[src/rtl/mult_share_sched.sv]
`default_nettype none
// +------------------------------------------------------------------------+
// | Module   : mult_share_sched (+ ArrayMultiplier_generic)                |
// | Purpose  : round-robin sharing of one ripple array multiplier among    |
// |            NREQ requesters, with registered operands and result.       |
// | Revision : 1.0 - initial release                                       |
// +------------------------------------------------------------------------+

module ArrayMultiplier_generic #(
   parameter int M = 8,
   parameter int N = 8
) (
   input  logic [M-1:0]   m_i,
   input  logic [N-1:0]   n_i,
   output logic [M+N-1:0] p_o
);
   logic [M+N-1:0] w_row [0:N];

   assign w_row[0] = '0;

   // One adder row per multiplier bit; the ripple through these rows is what SETTLE covers.
   generate
      for (genvar i = 0; i < N; i++) begin : g_row
         assign w_row[i+1] = w_row[i] + (n_i[i] ? ({{N{1'b0}}, m_i} << i) : '0);
      end
   endgenerate

   assign p_o = w_row[N];
endmodule

module mult_share_sched #(
   parameter  int M      = 8,
   parameter  int N      = 8,
   parameter  int NREQ   = 4,
   parameter  int SETTLE = 2,
   localparam int IDW    = $clog2(NREQ)
) (
   input  logic              clk,
   input  logic              rst,
   input  logic [NREQ-1:0]   req_valid,
   input  logic [NREQ*M-1:0] req_a,
   input  logic [NREQ*N-1:0] req_x,
   output logic [NREQ-1:0]   req_ready,
   output logic              res_valid,
   output logic [M+N-1:0]    res_p,
   output logic [IDW-1:0]    res_id,
   input  logic              res_ready,
   output logic              busy
);
   localparam int          CW         = (SETTLE > 1) ? $clog2(SETTLE) : 1;
   localparam logic [CW-1:0] C_CNT_INIT = CW'(SETTLE - 1);
   localparam logic [IDW:0]  C_NREQ     = (IDW+1)'(NREQ);
   localparam logic [IDW-1:0] C_LAST    = IDW'(NREQ - 1);

   typedef enum logic [1:0] {
      S_IDLE   = 2'd0,
      S_SETTLE = 2'd1,
      S_DONE   = 2'd2
   } state_t;

   state_t          state_q;
   logic [IDW-1:0]  ptr_q;
   logic [IDW-1:0]  ptr_d;
   logic [M-1:0]    op_a_q;
   logic [N-1:0]    op_x_q;
   logic [IDW-1:0]  tag_q;
   logic [CW-1:0]   cnt_q;
   logic            res_valid_q;
   logic [M+N-1:0]  res_p_q;
   logic [IDW-1:0]  res_id_q;

   logic            w_found;
   logic [IDW-1:0]  w_gnt;
   logic [IDW:0]    w_scan;
   logic [M-1:0]    w_a_sel;
   logic [N-1:0]    w_x_sel;
   logic [M+N-1:0]  w_prod;

   // Scan from ptr upward, wrapping at NREQ; the first valid requester wins.
   always_comb begin
      w_found = 1'b0;
      w_gnt   = '0;
      w_scan  = '0;
      for (int k = 0; k < NREQ; k++) begin
         w_scan = {1'b0, ptr_q} + (IDW+1)'(k);
         if (w_scan >= C_NREQ) begin
            w_scan = w_scan - C_NREQ;
         end
         if (!w_found && req_valid[w_scan[IDW-1:0]]) begin
            w_found = 1'b1;
            w_gnt   = w_scan[IDW-1:0];
         end
      end
   end

   always_comb begin
      ptr_d = (w_gnt == C_LAST) ? '0 : w_gnt + 1'b1;
   end

   assign w_a_sel   = req_a[w_gnt*M +: M];
   assign w_x_sel   = req_x[w_gnt*N +: N];
   assign req_ready = (state_q == S_IDLE && w_found) ? (NREQ'(1) << w_gnt) : '0;

   ArrayMultiplier_generic #(
      .M (M),
      .N (N)
   ) u_array (
      .m_i (op_a_q),
      .n_i (op_x_q),
      .p_o (w_prod)
   );

   // Operand registers load only on accept so the array stays quiet between jobs.
   always_ff @(posedge clk) begin
      if (rst) begin
         state_q     <= S_IDLE;
         ptr_q       <= '0;
         op_a_q      <= '0;
         op_x_q      <= '0;
         tag_q       <= '0;
         cnt_q       <= '0;
         res_valid_q <= 1'b0;
         res_p_q     <= '0;
         res_id_q    <= '0;
      end else begin
         case (state_q)
            S_IDLE: begin
               if (w_found) begin
                  op_a_q  <= w_a_sel;
                  op_x_q  <= w_x_sel;
                  tag_q   <= w_gnt;
                  ptr_q   <= ptr_d;
                  cnt_q   <= C_CNT_INIT;
                  state_q <= S_SETTLE;
               end
            end
            S_SETTLE: begin
               if (cnt_q == '0) begin
                  res_p_q     <= w_prod;
                  res_id_q    <= tag_q;
                  res_valid_q <= 1'b1;
                  state_q     <= S_DONE;
               end else begin
                  cnt_q <= cnt_q - 1'b1;
               end
            end
            S_DONE: begin
               if (res_ready) begin
                  res_valid_q <= 1'b0;
                  state_q     <= S_IDLE;
               end
            end
            default: state_q <= S_IDLE;
         endcase
      end
   end

   assign res_valid = res_valid_q;
   assign res_p     = res_p_q;
   assign res_id    = res_id_q;
   assign busy      = (state_q != S_IDLE);
endmodule

`default_nettype wire

[config.mk]
export PLATFORM = sky130hd
export DESIGN_NAME = mult_share_sched
export DESIGN_NICKNAME = d
export VERILOG_FILES = /design/src/rtl/mult_share_sched.sv
export SDC_FILE = /design/constraint.sdc
export NUM_CORES = 1
export LEC_CHECK = 0
export CAP_MARGIN = 20
export CORE_ASPECT_RATIO = 0.9
export CORE_MARGIN = 8
export CORE_UTILIZATION = 55
export CTS_CLUSTER_SIZE = 14
export DETAILED_ROUTE_END_ITERATION = 8
export DONT_BUFFER_PORTS = 1
export GPL_TIMING_DRIVEN = 0
export PLACE_DENSITY = 0.73
export SYNTH_ARGS = -nofsm -noshare
export SYNTH_HDL_FRONTEND = slang
export SYNTH_HIERARCHICAL = 1
export SYNTH_SLANG_ARGS = --single-unit
[constraint.sdc]
create_clock -name clk -period 3.9 [get_ports clk]
set_input_delay 0 -clock clk [delete_from_list [all_inputs] [get_ports clk]]
set_output_delay 0 -clock clk [all_outputs]
set_load 0.005 [all_outputs]
Yosys cells after proc, flatten, opt, wreduce, memory -nomap -nowiden

Index checks and enable logic that the tools add are counted.
Widths: inputs -> output; s select.

Flip-flop bits (word level): 42
Input bits: 71
Output and inout bits: 24
Logic and storage cells: 99

Add/subtract/negate cells: 16
Order comparisons: 8
Equality and inequality tests: 6
Shifts and indexed selects: 3
Muxes and demuxes: 40
Bitwise logic cells: 1
Reductions and logical operators: 16

Operators by type and width:

| cell                | count |
|---|---|
| $add 16x16->16      | 5 |
| $shiftx 32x6->8     | 2 |
| $mux 2              | 12 |
| $add 16x14->16      | 1 |
| $add 16x15->16      | 1 |
| $mux 15             | 1 |
| $mux 14             | 1 |
| $mux 13             | 1 |
| $lt 2x3->1 const B  | 4 |
| $mux 1              | 12 |
| $mux 12             | 1 |
| $mux 11             | 1 |
| $mux 10             | 1 |
| $ge 3x3->1 const B  | 3 |
| $mux 9              | 1 |
| $bmux 1 s2          | 4 |
| $mux 8              | 1 |
| $sub 2x1->2 const B | 4 |
| $add 2x2->3 const B | 2 |
| $ne 2x2->1 const B  | 3 |
| $pmux 2 s3          | 1 |
| $reduce_and 2->1    | 3 |
| $reduce_and 3->1    | 2 |
| $reduce_bool 2->1   | 3 |
| 13 further kinds    | 20 |

Logic depth before layout (Yosys ltp)

Gate-level depths: netlist of run 1.

Word-level depth: 16
Gate-level depth with buffers: 17
Gate-level depth less buffers: 17

Modules after synthesis

Netlist of run 1, hierarchy kept.

By module, submodules not included:

| module                  | times used | cells an instance | area an instance (um^2) | sequential area each (um^2) |
|---|---|---|---|---|
| mult_share_sched        | 1          | 232               | 2,008.2                 | 840.8 |
| ArrayMultiplier_generic | 1          | 212               | 1,921.8                 | 0.0 |

Worst setup path after synthesis of run 1

Ideal clock, no wire load.

Path type: flip-flop to flip-flop
Start: register op_a_q[7]
End: register res_p_q[12] (netlist: res_p[12])
Setup time: 0.070 ns
Arrival time: 4.009 ns
Path slack: -0.179 ns
Cell stages (with the launch flop): 18
Clock period less this slack: 4.079 ns
Path through: dfxtp_1 -> and2_1 -> fa_1 -> inv_1 -> fa_1 -> inv_1 -> fa_1 -> inv_1 -> fa_1 -> inv_1 -> ha_1 -> nand2_1 -> o2111ai_2 -> a21o_1 -> a21oi_2 -> xnor2_1 -> nand2_1 -> a21oi_1

Cells in the longest elaborated chain, start to end: 8
Elaborated cells between the ends (all ways): 13
Those cells by class: 7 x add/sub; 6 x mux

RTL lines:

| item                                    | line | RTL |
|---|---|---|
| start, declared                         | 64   | `logic [M-1:0] op_a_q;` |
| start signal, assigned                  | 129  | `op_a_q <= w_a_sel;` |
| $mux 8 / $mux 9 (equally long branches) | 24   | `assign w_row[i+1] = w_row[i] + (n_i[i] ? ({{N{1'b0}}, m_i} << i) : '0);` |
| $add 16x16->16 (4 in a row)             | 24   |  |
| $add 16x16->16 *                        | 24   |  |
| $add 16x14->16 *                        | 24   |  |
| $add 16x15->16 *                        | 24   |  |
| net w_prod[12]                          | 77   | `logic [M+N-1:0] w_prod;` |
| end signal, assigned                    | 139  | `res_p_q <= w_prod;` |
| end, declared                           | 69   | `logic [M+N-1:0] res_p_q;` |

The timed path passes the listed nets; every way through them passes the cells marked *.
A chain may end at the register's enable or synchronous reset.

Worst setup path after layout of run 1

Start: register op_x_q[5]
End: register res_p_q[12] (netlist: res_p[12])

Cells in the longest elaborated chain, start to end: 4

RTL lines:

| item                   | line | RTL |
|---|---|---|
| start, declared        | 65   | `logic [N-1:0] op_x_q;` |
| start signal, assigned | 130  | `op_x_q <= w_x_sel;` |
| $mux 13                | 24   |  |
| $add 16x16->16         | 24   |  |
| $add 16x14->16         | 24   |  |
| $add 16x15->16         | 24   |  |
| net w_prod[12]         | 77   |  |

The timed path passes the listed nets, and every way through them passes these cells.

==> run metrics, run 1 <==
number of top-level pins=95; number of clock buffers inserted by TritonCTS=5; DP HPWL=between 7000 and 8000 um; total leakage power=2.37 nW; run status=finished with violations; antenna-violating nets left=0; Floorplan Core Area=7000 um2; Vias/cell=5.52; Unique masters post-synth=43; violated checks=negative setup slack; setup repair after global routing missed its margin=yes; pre-CTS setup slack=-0.378 ns; Post-Syn Instances=~440; required time reported for the critical path endpoint=4.14 ns; post-layout minimum cycle time=4.01 ns; 1st-iter DRT viols=141; die height=96.2 um; Worst Setup Path Type=flip-flop to flip-flop; fin nets=667; global-route wire length before repair=roughly 18,000 um; starting utilization of the core area=0.561; worst IR drop on VDD=between 0.2 and 0.3 mV; maximum cell stage delay along the critical path=around 0.57 ns; Slowest-stage cell, CP=fa_1; via count of the routed design=3,420; cell area after technology mapping=around 3900 um2; worst relative slew slack=0.431; delay-heaviest family, CP=adder cells; post-route core utilization=0.736; Fill cells=just under 500; share of Yosys cell area claimed by the top area cell type=0.214; Buffers & Inverters on Critical Path=1; post-layout instance area=around 5000 um2; DRC violation count after routing=0; Worst-path clk slew=around 0.09 ns; layout overhead on the synthesized area=31.1%; routing usage on met1=0.252; number of cells in the design after placement=~540; remaining global-route overflow=0; leading cell types by total area after synthesis=dfxtp_1, fa_1, ha_1; Slew Limit Fails=0; share of layout cells above drive strength 1=0.201; primary flip-flop cell chosen by synthesis mapping=dfxtp_1; async set or reset register ratio after synthesis=0; number of H-tree branching levels=2; GR met3 Demand/Resource=0.0663; most frequently used cell type in the post-synthesis netlist=nand2_1; largest net degree at the start of global routing=16; number of max-capacitance violations reported=0; number of flops mapped to enable cells by yosys=0; number of global-route vias before repair=~3,700; final worst slack=-0.113 ns; width of the chip=about 110 um; ordered cell list for the critical path=buf_4, and2_1, fa_1, fa_1, fa_1, fa_1, ha_4, nand3_4, o2111ai_4, a21o_1, a21oi_2, xnor2_1, nand2_1, a21oi_2; Cell Pwr Density=354 nW/um2; most crowded layer after global routing=met2; wire length per cell after detailed routing=17.9 um; number of synthesized register bits=42; final count of negative-setup-slack endpoints=6; All-Layer GR Usage=0.218; CTS tree=built; Final period util=1.03; crit end category=flip-flop; met2 Use GR=0.385; final count of hold timing violations=0; maximum buffer depth of the clock tree=2; weighted congestion at the end of routability-driven global placement=0.860; non-filler instance count after layout=620; antenna fix cells=0; Final Skew=around 0.009 ns; clock insertion delay at the later pin of the skew report=about 0.30 ns; number of antenna violations at the first check in global routing=0; mean area per synthesized cell=about 8.9 um2; total number of yosys warnings=6; worst-margin pin slew=approximately 0.85 ns; cell types with the highest counts after synthesis=nand2_1, and2_1, dfxtp_1, inv_1, fa_1; share of synthesized area occupied by flip-flops and latches=0.214; worst endpoint data arrival time=4.25 ns; num rows=29; kind of launch point of the worst setup path=flip-flop; cell taking the most area after synthesis=dfxtp_1; number of detailed-routing iterations run before antenna repair=4; net count of the mapped netlist=585; Die Footprint=just over 10,000 um2; type of the worst min-delay path=input port to flip-flop; post-place instance area=around 4000 um2; Post-Route Hold Slack=0.0649 ns; Most common cell on crit path=fa_1; critical path fanouts, max=4; # port buffers=0; Fin Setup TNS=-0.420 ns; Max Clk Rate=approximately 250 MHz; clk sink count=between 40 and 50; clock root buffer master=clkbuf_8; drt total wl=between 10,000 and 15,000 um; total chip power=roughly 1.8 mW
## report_power, final
group          leakage [nW]  switching, mW  internal [mW]  total (mW)
sequential            0.353          0.101          0.503       0.604
combinational          1.98          0.449          0.475       0.924
clock                0.0408          0.169          0.128       0.298
total                  2.37          0.719           1.11        1.83
## cell usage in the layout, fill, tap and decap left out, drive strengths merged, types with 2 or more instances in the layout
cell / instances
xnor2: 7
mux2i: 33
inv: 42
nor2b: 2
nor3: 5
and2: 48
a21boi: 2
a2bb2oi: 16
nor2: 14
nor4: 2
buf: 32
o21ai: 20
or2: 2
or3: 2
nand2: 68
a21oi: 32
nand3: 5
ha: 32
and2b: 2
fa: 38
xor2: 3
dlygate4sd3: 51
clkbuf: 12
dfxtp: 42
clkinvlp: 2
## per-layer routing
layer | up-vias | share of wire
met5 | - | 0
met3 | 18 | 0.066
li1 | 1640 | -
met4 | 0 | 0.017
met2 | 122 | 0.50
met1 | 1640 | 0.42
## kinds of logic after synthesis
group	count (synthesis)	synth area share
mux	33	0.0841
simple gates	154	0.192
buf+inv	56	0.0599
flops	42	0.214
fa+ha+maj	70	0.295
compound gates	79	0.132
xor+xnor	10	0.0223
## final timing paths
path / from / endpoint / slack, ns / depth (start not counted)
worst max register to register: op_x_q[5] / res_p[12] / -0.11 / 14
worst max-delay path: op_x_q[5] / res_p[12] / -0.11 / 14
worst min register to register: tag_q[1] / tag_q[1] / 0.46 / 2
worst min-delay path: req_valid[1] / cnt_q / 0.06 / 3
## area by class of cell
class / count / area (um2) / area share
multi-input cells: 346 / 3110 / 0.604
flip-flops and latches: 42 / 891 / 0.173
repair buffers: 75 / 706 / 0.137
inverters: 41 / 154 / 0.0299
well taps: 93 / 116 / 0.0226
plain buffers: 15 / 81.3 / 0.0158
clock buffers: 5 / 68.8 / 0.0134
clock inverters: 3 / 23.8 / 0.00462
## what timing repair did
action | 4_1_cts | 5_1_grt
endpoints found under the hold margin | 19 | 0
pin swaps | 23 | 29
hold buffers | 51 | 0
endpoints found under the setup margin | 7 | 7
resized for setup | 45 | 31
setup buffers | 17 | 7
## worst min-delay path, cell delays in order
cell     delay, ns
nor4_1        0.07
nor2_1        0.10
o221a_2       0.18
## state kept, by name, indices dropped and copies added (netlist names)
name	count
op_x_q	8
state_q	2
res_id	2
res_p	16
res_valid	1
cnt_q	1
tag_q	2
op_a_q	8
ptr_q	2
Note: power is estimated with default switching activity, not from simulation.
==> run 2, diff against run 1 <==
Settings changed: SYNTH_HIERARCHICAL 1 to unset.
==> run 2 against run 1 <==
Against the previous run: the flow still finishes with violations (negative setup slack); non-clock buffer count up 5; design area up 2.7%; total power up 6.3%; largest power group unchanged; highest routed layer unchanged.
==> run metrics, run 2 <==
run status=finished with violations; violated checks=negative setup slack; Final period util=1.07; width of the chip=107 um; DRC violation count after routing=0; post-layout minimum cycle time=about 4.2 ns; cell types with the highest counts after synthesis=nand2_1, inv_1, and2_1, dfxtp_1, fa_1; non-filler instance count after layout=around 640; depth of the worst hold-timing path=5; drt total wl=roughly 12,000 um; total number of yosys warnings=0; post-route core utilization=0.712; Fill cells=between 500 and 600; kind of launch point of the worst setup path=flip-flop; die height=around 100 um; final count of negative-setup-slack endpoints=6; most common cell after layout, fill and taps aside=nand2_1; end of the worst register-to-register path=res_p[11]; final worst slack=-0.260 ns; 1st-iter DRT viols=between 200 and 300; share of synthesized area occupied by flip-flops and latches=0.203; type of the worst min-delay path=input port to flip-flop; Crit. Startpoint=op_a_q[3]; async set or reset register ratio after synthesis=0; cell area after technology mapping=approximately 4100 um2; clk sink count=between 40 and 50; clock insertion delay at the later pin of the skew report=0.30 ns; number of max-capacitance violations reported=0; leading cell types by total area after synthesis=dfxtp_1, fa_1, ha_1; Die Footprint=approximately 11,000 um2; largest net degree at the start of global routing=13; worst-margin pin slew=~0.66 ns; worst endpoint data arrival time=between 4 and 5 ns; fin nets=686; number of clock buffers inserted by TritonCTS=5; via count of the routed design=between 3,000 and 4,000; Worst-path clk slew=roughly 0.080 ns; met2 Use GR=0.414; Final Skew=roughly 0.0071 ns; share of Yosys cell area claimed by the top area cell type=0.203; critical path fanouts, max=8; wire length per cell after detailed routing=just under 20 um; Worst Setup Path Type=flip-flop to flip-flop; Max Clk Rate=240 MHz; net count of the mapped netlist=a little over 600; worst IR drop on VDD=between 0.2 and 0.3 mV; share of layout cells above drive strength 1=0.210; number of global-route vias before repair=4,112; antenna-violating nets left=0; primary flip-flop cell chosen by synthesis mapping=dfxtp_1; number of H-tree branching levels=2; global-route wire length before repair=approximately 19,000 um; worst relative slew slack=0.560; Vias/cell=5.94; maximum buffer depth of the clock tree=2; total chip power=1.94 mW; # port buffers=0; cell taking the most area after synthesis=dfxtp_1; required time reported for the critical path endpoint=~4.1 ns; Cell Pwr Density=roughly 370 nW/um2; num rows=30; leading cell types in the layout, fill and taps excluded=nand2_1, dlygate4sd3_1, inv_1, fa_1, and2_1; crit end category=flip-flop; remaining global-route overflow=0; startpoint of the worst-slack reg-to-reg timing path=op_a_q[3]; routing usage on met1=0.239; Slew Limit Fails=0; DP HPWL=between 7000 and 8000 um; GR met3 Demand/Resource=0.0533; number of flops mapped to enable cells by yosys=0; pre-CTS setup slack=-0.410 ns; most frequently used cell type in the post-synthesis netlist=nand2_1; Unique masters post-synth=50; number of synthesized register bits=42; worst hold path endpoint=tag_q[0]; min-delay src=req_valid[0]; Worst Reg2Reg Path Length in Cells=14; number of antenna violations at the first check in global routing=0; Post-Syn Instances=~460; CTS tree=built; All-Layer GR Usage=0.230; number of cells in the design after placement=about 560; antenna fix cells=0; layout overhead on the synthesized area=27.8%; internal reg-to-reg setup slack=-0.26 ns; final count of hold timing violations=0; Largest register FFs=16; Post-Route Hold Slack=0.0545 ns; total leakage power=roughly 2.5 nW; clock root buffer master=clkbuf_8; mean area per synthesized cell=~9.0 um2; weighted congestion at the end of routability-driven global placement=about 0.83; Floorplan Core Area=7430 um2; number of detailed-routing iterations run before antenna repair=5; most crowded layer after global routing=met2; number of top-level pins=between 90 and 100; starting utilization of the core area=0.557; setup repair after global routing missed its margin=yes
==> run 2: worst max-delay path, cell delays in order (launching register included) <==
cell,delay (ns)
dfxtp_4,0.40
and2_4,0.19
fa_1,0.57
fa_1,0.44
fa_1,0.49
inv_1,0.05
fa_1,0.49
inv_2,0.05
ha_4,0.17
buf_4,0.14
o31a_1,0.38
buf_4,0.17
o21a_1,0.19
o21ai_1,0.18
o311ai_1,0.14
==> run 2: cells by family after synthesis <==
| family | share of synthesized area |
|---|---|
| AOI/OAI and AO/OA | 0.137 |
| DFF | 0.203 |
| buffers and inverters | 0.0831 |
| and+or+nand+nor | 0.201 |
| adders and majority gates | 0.290 |
| xor gates and xnor gates | 0.00635 |
| muxes | 0.0798 |
==> run 2: worst max-delay path by stage <==
stage | to | cells past startpoint | slack, ns
global route | res_p[11] | 14 | -0.30
global placement | res_p[14] | 13 | -0.32
finish | res_p[11] | 14 | -0.26
CTS | res_p[14] | 15 | -0.12
detailed placement | res_p[13] | 15 | -0.41
floorplan | res_p[15] | 14 | 0.01
==> run 2: power by group <==
part           switching [mW]  internal, mW
Sequential              0.104         0.505
Clock                   0.160         0.192
Combinational           0.494         0.485
Total                   0.758          1.18
==> run 2: cell type report <==
cell class	count	area, um2	area share
Buffer	21	153	0.0288
Clock buffer	7	76.3	0.0144
Clock inverter	1	30.0	0.00568
Inverter	53	199	0.0376
Multi-Input combinational cell	345	3140	0.594
Sequential cell	42	887	0.168
Tap cell	96	120	0.0227
Timing Repair Buffer	74	683	0.129
==> run 2: metal layers <==
metal	wire, um	vias up
met5	0	-
met1	4640	1868
met3	732	46
li1	-	1713
met4	497	0
met2	6610	169
==> run 2: what timing repair did <==
item                                    CTS  global route
buffers inserted                         19             5
hold endpoints to repair                 18             0
gates cloned                              0             2
gates resized for setup                  48            23
hold buffers                             48             0
endpoints found under the setup margin    8             8
pin swaps                                35            21
==> run 2: through the flow <==
step | TNS (ns) | area (um2)
6_report | -0.726 | 5290
5_1_grt | -1.36 | 5290
4_1_cts | -0.401 | 5160
3_5_place_dp | -2.11 | 4310
3_3_place_gp | -1.58 | 4310
2_1_floorplan | 0 | 4190
==> run 3, diff against run 2 <==
--- a/config.mk
+++ b/config.mk
@@ -10,4 +10,5 @@
 export CORE_MARGIN = 8
 export CORE_UTILIZATION = 55
+export CTS_BUF_LIST = sky130_fd_sc_hd__clkbuf_8 sky130_fd_sc_hd__clkbuf_16
 export CTS_CLUSTER_SIZE = 14
 export DETAILED_ROUTE_END_ITERATION = 8
@@ -18,2 +19,3 @@
 export SYNTH_HDL_FRONTEND = slang
 export SYNTH_SLANG_ARGS = --single-unit
+export TNS_END_PERCENT = 100
==> constraint.sdc (replaced) <==
create_clock -name clk -period 3.9 [get_ports clk]
set_input_delay 0 -clock clk [delete_from_list [all_inputs] [get_ports clk]]
set_output_delay 0 -clock clk [all_outputs]
set_load 0.01 [all_outputs]
==> run 3 against run 2 <==
Against the previous run: the run still ends with negative setup slack left; total power grew 1.4%; global-route usage shrank 0.21 points; sequential cell count is the same; wire length grew 1.4%; via count grew 2.1%; clock-buffer cell count shrank 2; core utilization grew 0.64 points; sequential share of layout area shrank 0.13 points; final cell count grew 0.94%; clock skew shrank 0.0015 ns; register-to-register slack gained 0.05 ns; non-clock buffer count grew 6; largest cell class unchanged.
==> run metrics, run 3 (synthesized netlist as in run 2, its figures left out) <==
most common cell after layout, fill and taps aside=nand2_1; Worst Setup Path Type=flip-flop to flip-flop; Buffers & Inverters on Critical Path=3; Max Clk Rate=243 MHz; clock share of power=0.178; number of H-tree branching levels=2; number of max-capacitance violations reported=0; number of antenna violations at the first check in global routing=0; clk sink count=42; type of the worst min-delay path=input port to flip-flop; drt total wl=12,600 um; fin nets=about 690; CTS tree=built; largest net degree at the start of global routing=13; switching power share of the total=0.394; min-delay src=req_valid[0]; Vias/cell=6.01; leading cell types in the layout, fill and taps excluded=nand2_1, dlygate4sd3_1, inv_1, and2_1, fa_1; starting utilization of the core area=0.557; total leakage power=2.51 nW; clock insertion delay at the later pin of the skew report=0.30 ns; combinational share of power=0.513; number of global-route vias before repair=just over 4,000; # port buffers=0; number of clock buffers inserted by TritonCTS=5; remaining global-route overflow=0; delay-heaviest family, CP=adder cells; startpoint of the worst-slack reg-to-reg timing path=op_a_q[3]; num rows=30; Fill cells=approximately 510; maximum buffer depth of the clock tree=2; Final period util=1.05; antenna-violating nets left=0; switching power of the nets=0.775 mW; clock root buffer master=clkbuf_8; crit end category=flip-flop; antenna fix cells=0; All-Layer GR Usage=0.228; die height=98.3 um; post-route core utilization=0.718; Slowest-stage cell, CP=fa_1; 1st-iter DRT viols=181; sequential fraction of design power=0.309; Die Footprint=10,600 um2; worst endpoint data arrival time=between 4 and 5 ns; final worst slack=-0.210 ns; layout overhead on the synthesized area=29.0%; final count of hold timing violations=0; number of detailed-routing iterations run before antenna repair=5; area taken by multi-input logic gates=roughly 3100 um2; DRC violation count after routing=0; Most common cell on crit path=fa_1; critical path fanouts, max=8; Internal=between 1 and 1.5 mW; via count of the routed design=between 3,000 and 4,000; Floorplan Core Area=7430 um2; wire length per cell after detailed routing=just under 20 um; Cell Pwr Density=approximately 370 nW/um2; Slew Limit Fails=0; run status=finished with violations; post-layout minimum cycle time=~4 ns; pre-CTS setup slack=-0.410 ns; Largest register FFs=16; global-route wire length before repair=19,300 um; weighted congestion at the end of routability-driven global placement=0.834; worst IR drop on VDD=0.266 mV; worst-margin pin slew=0.685 ns; violated checks=negative setup slack; final count of negative-setup-slack endpoints=6; total chip power=about 2 mW; DP HPWL=7560 um; kind of launch point of the worst setup path=flip-flop; width of the chip=approximately 110 um; Final Skew=0.00565 ns; Worst-path clk slew=0.08 ns; Crit. Startpoint=op_a_q[3]; number of top-level pins=between 90 and 100; worst relative slew slack=0.543; ordered cell list for the critical path=and2_4, fa_1, fa_1, fa_1, inv_1, fa_1, inv_2, ha_4, nand2_2, o211ai_1, buf_4, nand2_2, or4_1, nand3_1; share of layout cells above drive strength 1=0.222; required time reported for the critical path endpoint=4.15 ns; maximum cell stage delay along the critical path=0.59 ns; setup repair after global routing missed its margin=yes; Storage cell area=~900 um2
[run 3: changes by cell type in the layout (fill, tap and decap cells not counted), sizes merged]
cell | previous run | this run
buf | 39 | 45
inv | 53 | 55
clkbuf | 14 | 12
[run 3: cell type report]
type	count	area share
multi-input combinational	345	0.585
clock buffer	5	0.0129
timing repair buffer	79	0.138
inverter	53	0.0373
tap	96	0.0225
sequential	42	0.166
clock inverter	3	0.00703
buffer	22	0.0314
[run 3: metal layers]
layer / part of all wire / global-route usage
met4: 0.050 / 0.126
met2: 0.52 / 0.410
met1: 0.36 / 0.237
met5: 0 / 0
met3: 0.069 / 0.0527
[run 3: power by group through the flow]
stage          clock (mW)  combinational [mW]  sequential, mW
3_3_place_gp            0               0.682           0.602
2_1_floorplan           0               0.570           0.562
3_5_place_dp            0               0.702           0.604
6_report            0.351                1.01           0.608
5_1_grt             0.364                1.09           0.616
4_1_cts             0.351               0.897           0.598
[run 3: final timing paths]
| check | slack, ns | cells past startpoint | to |
|---|---|---|---|
| max reg2reg | -0.21 | 14 | res_p[12] |
| min reg2reg | 0.47 | 2 | tag_q[0] |
| min | 0.05 | 5 | tag_q[0] |
| max | -0.21 | 14 | res_p[12] |
[run 3: repair_timing]
item                       CTS  global route
gates resized for setup     48            31
buffers inserted            18            12
gates cloned                 0             1
pin swaps                   35            32
setup endpoints to repair    8             8
hold buffers                48             0
hold endpoints to repair    18             0
[run 3: tightest hold or removal path: cells and delay by family]
family             cells  cell delay, ns
AOI/OAI and AO/OA      2            0.13
and+or+nand+nor        3            0.18
[run 3: per-stage QoR]
stage	TNS, ns	hold slack [ns]	area, um2	cells
6_report	-0.706	0.0505	5340	645
2_1_floorplan	0	0.199	4190	462
5_1_grt	-1.37	0.0830	5340	645
4_1_cts	-0.403	0.0579	5160	632
3_5_place_dp	-2.11	0.216	4310	558
3_3_place_gp	-1.58	0.213	4310	558
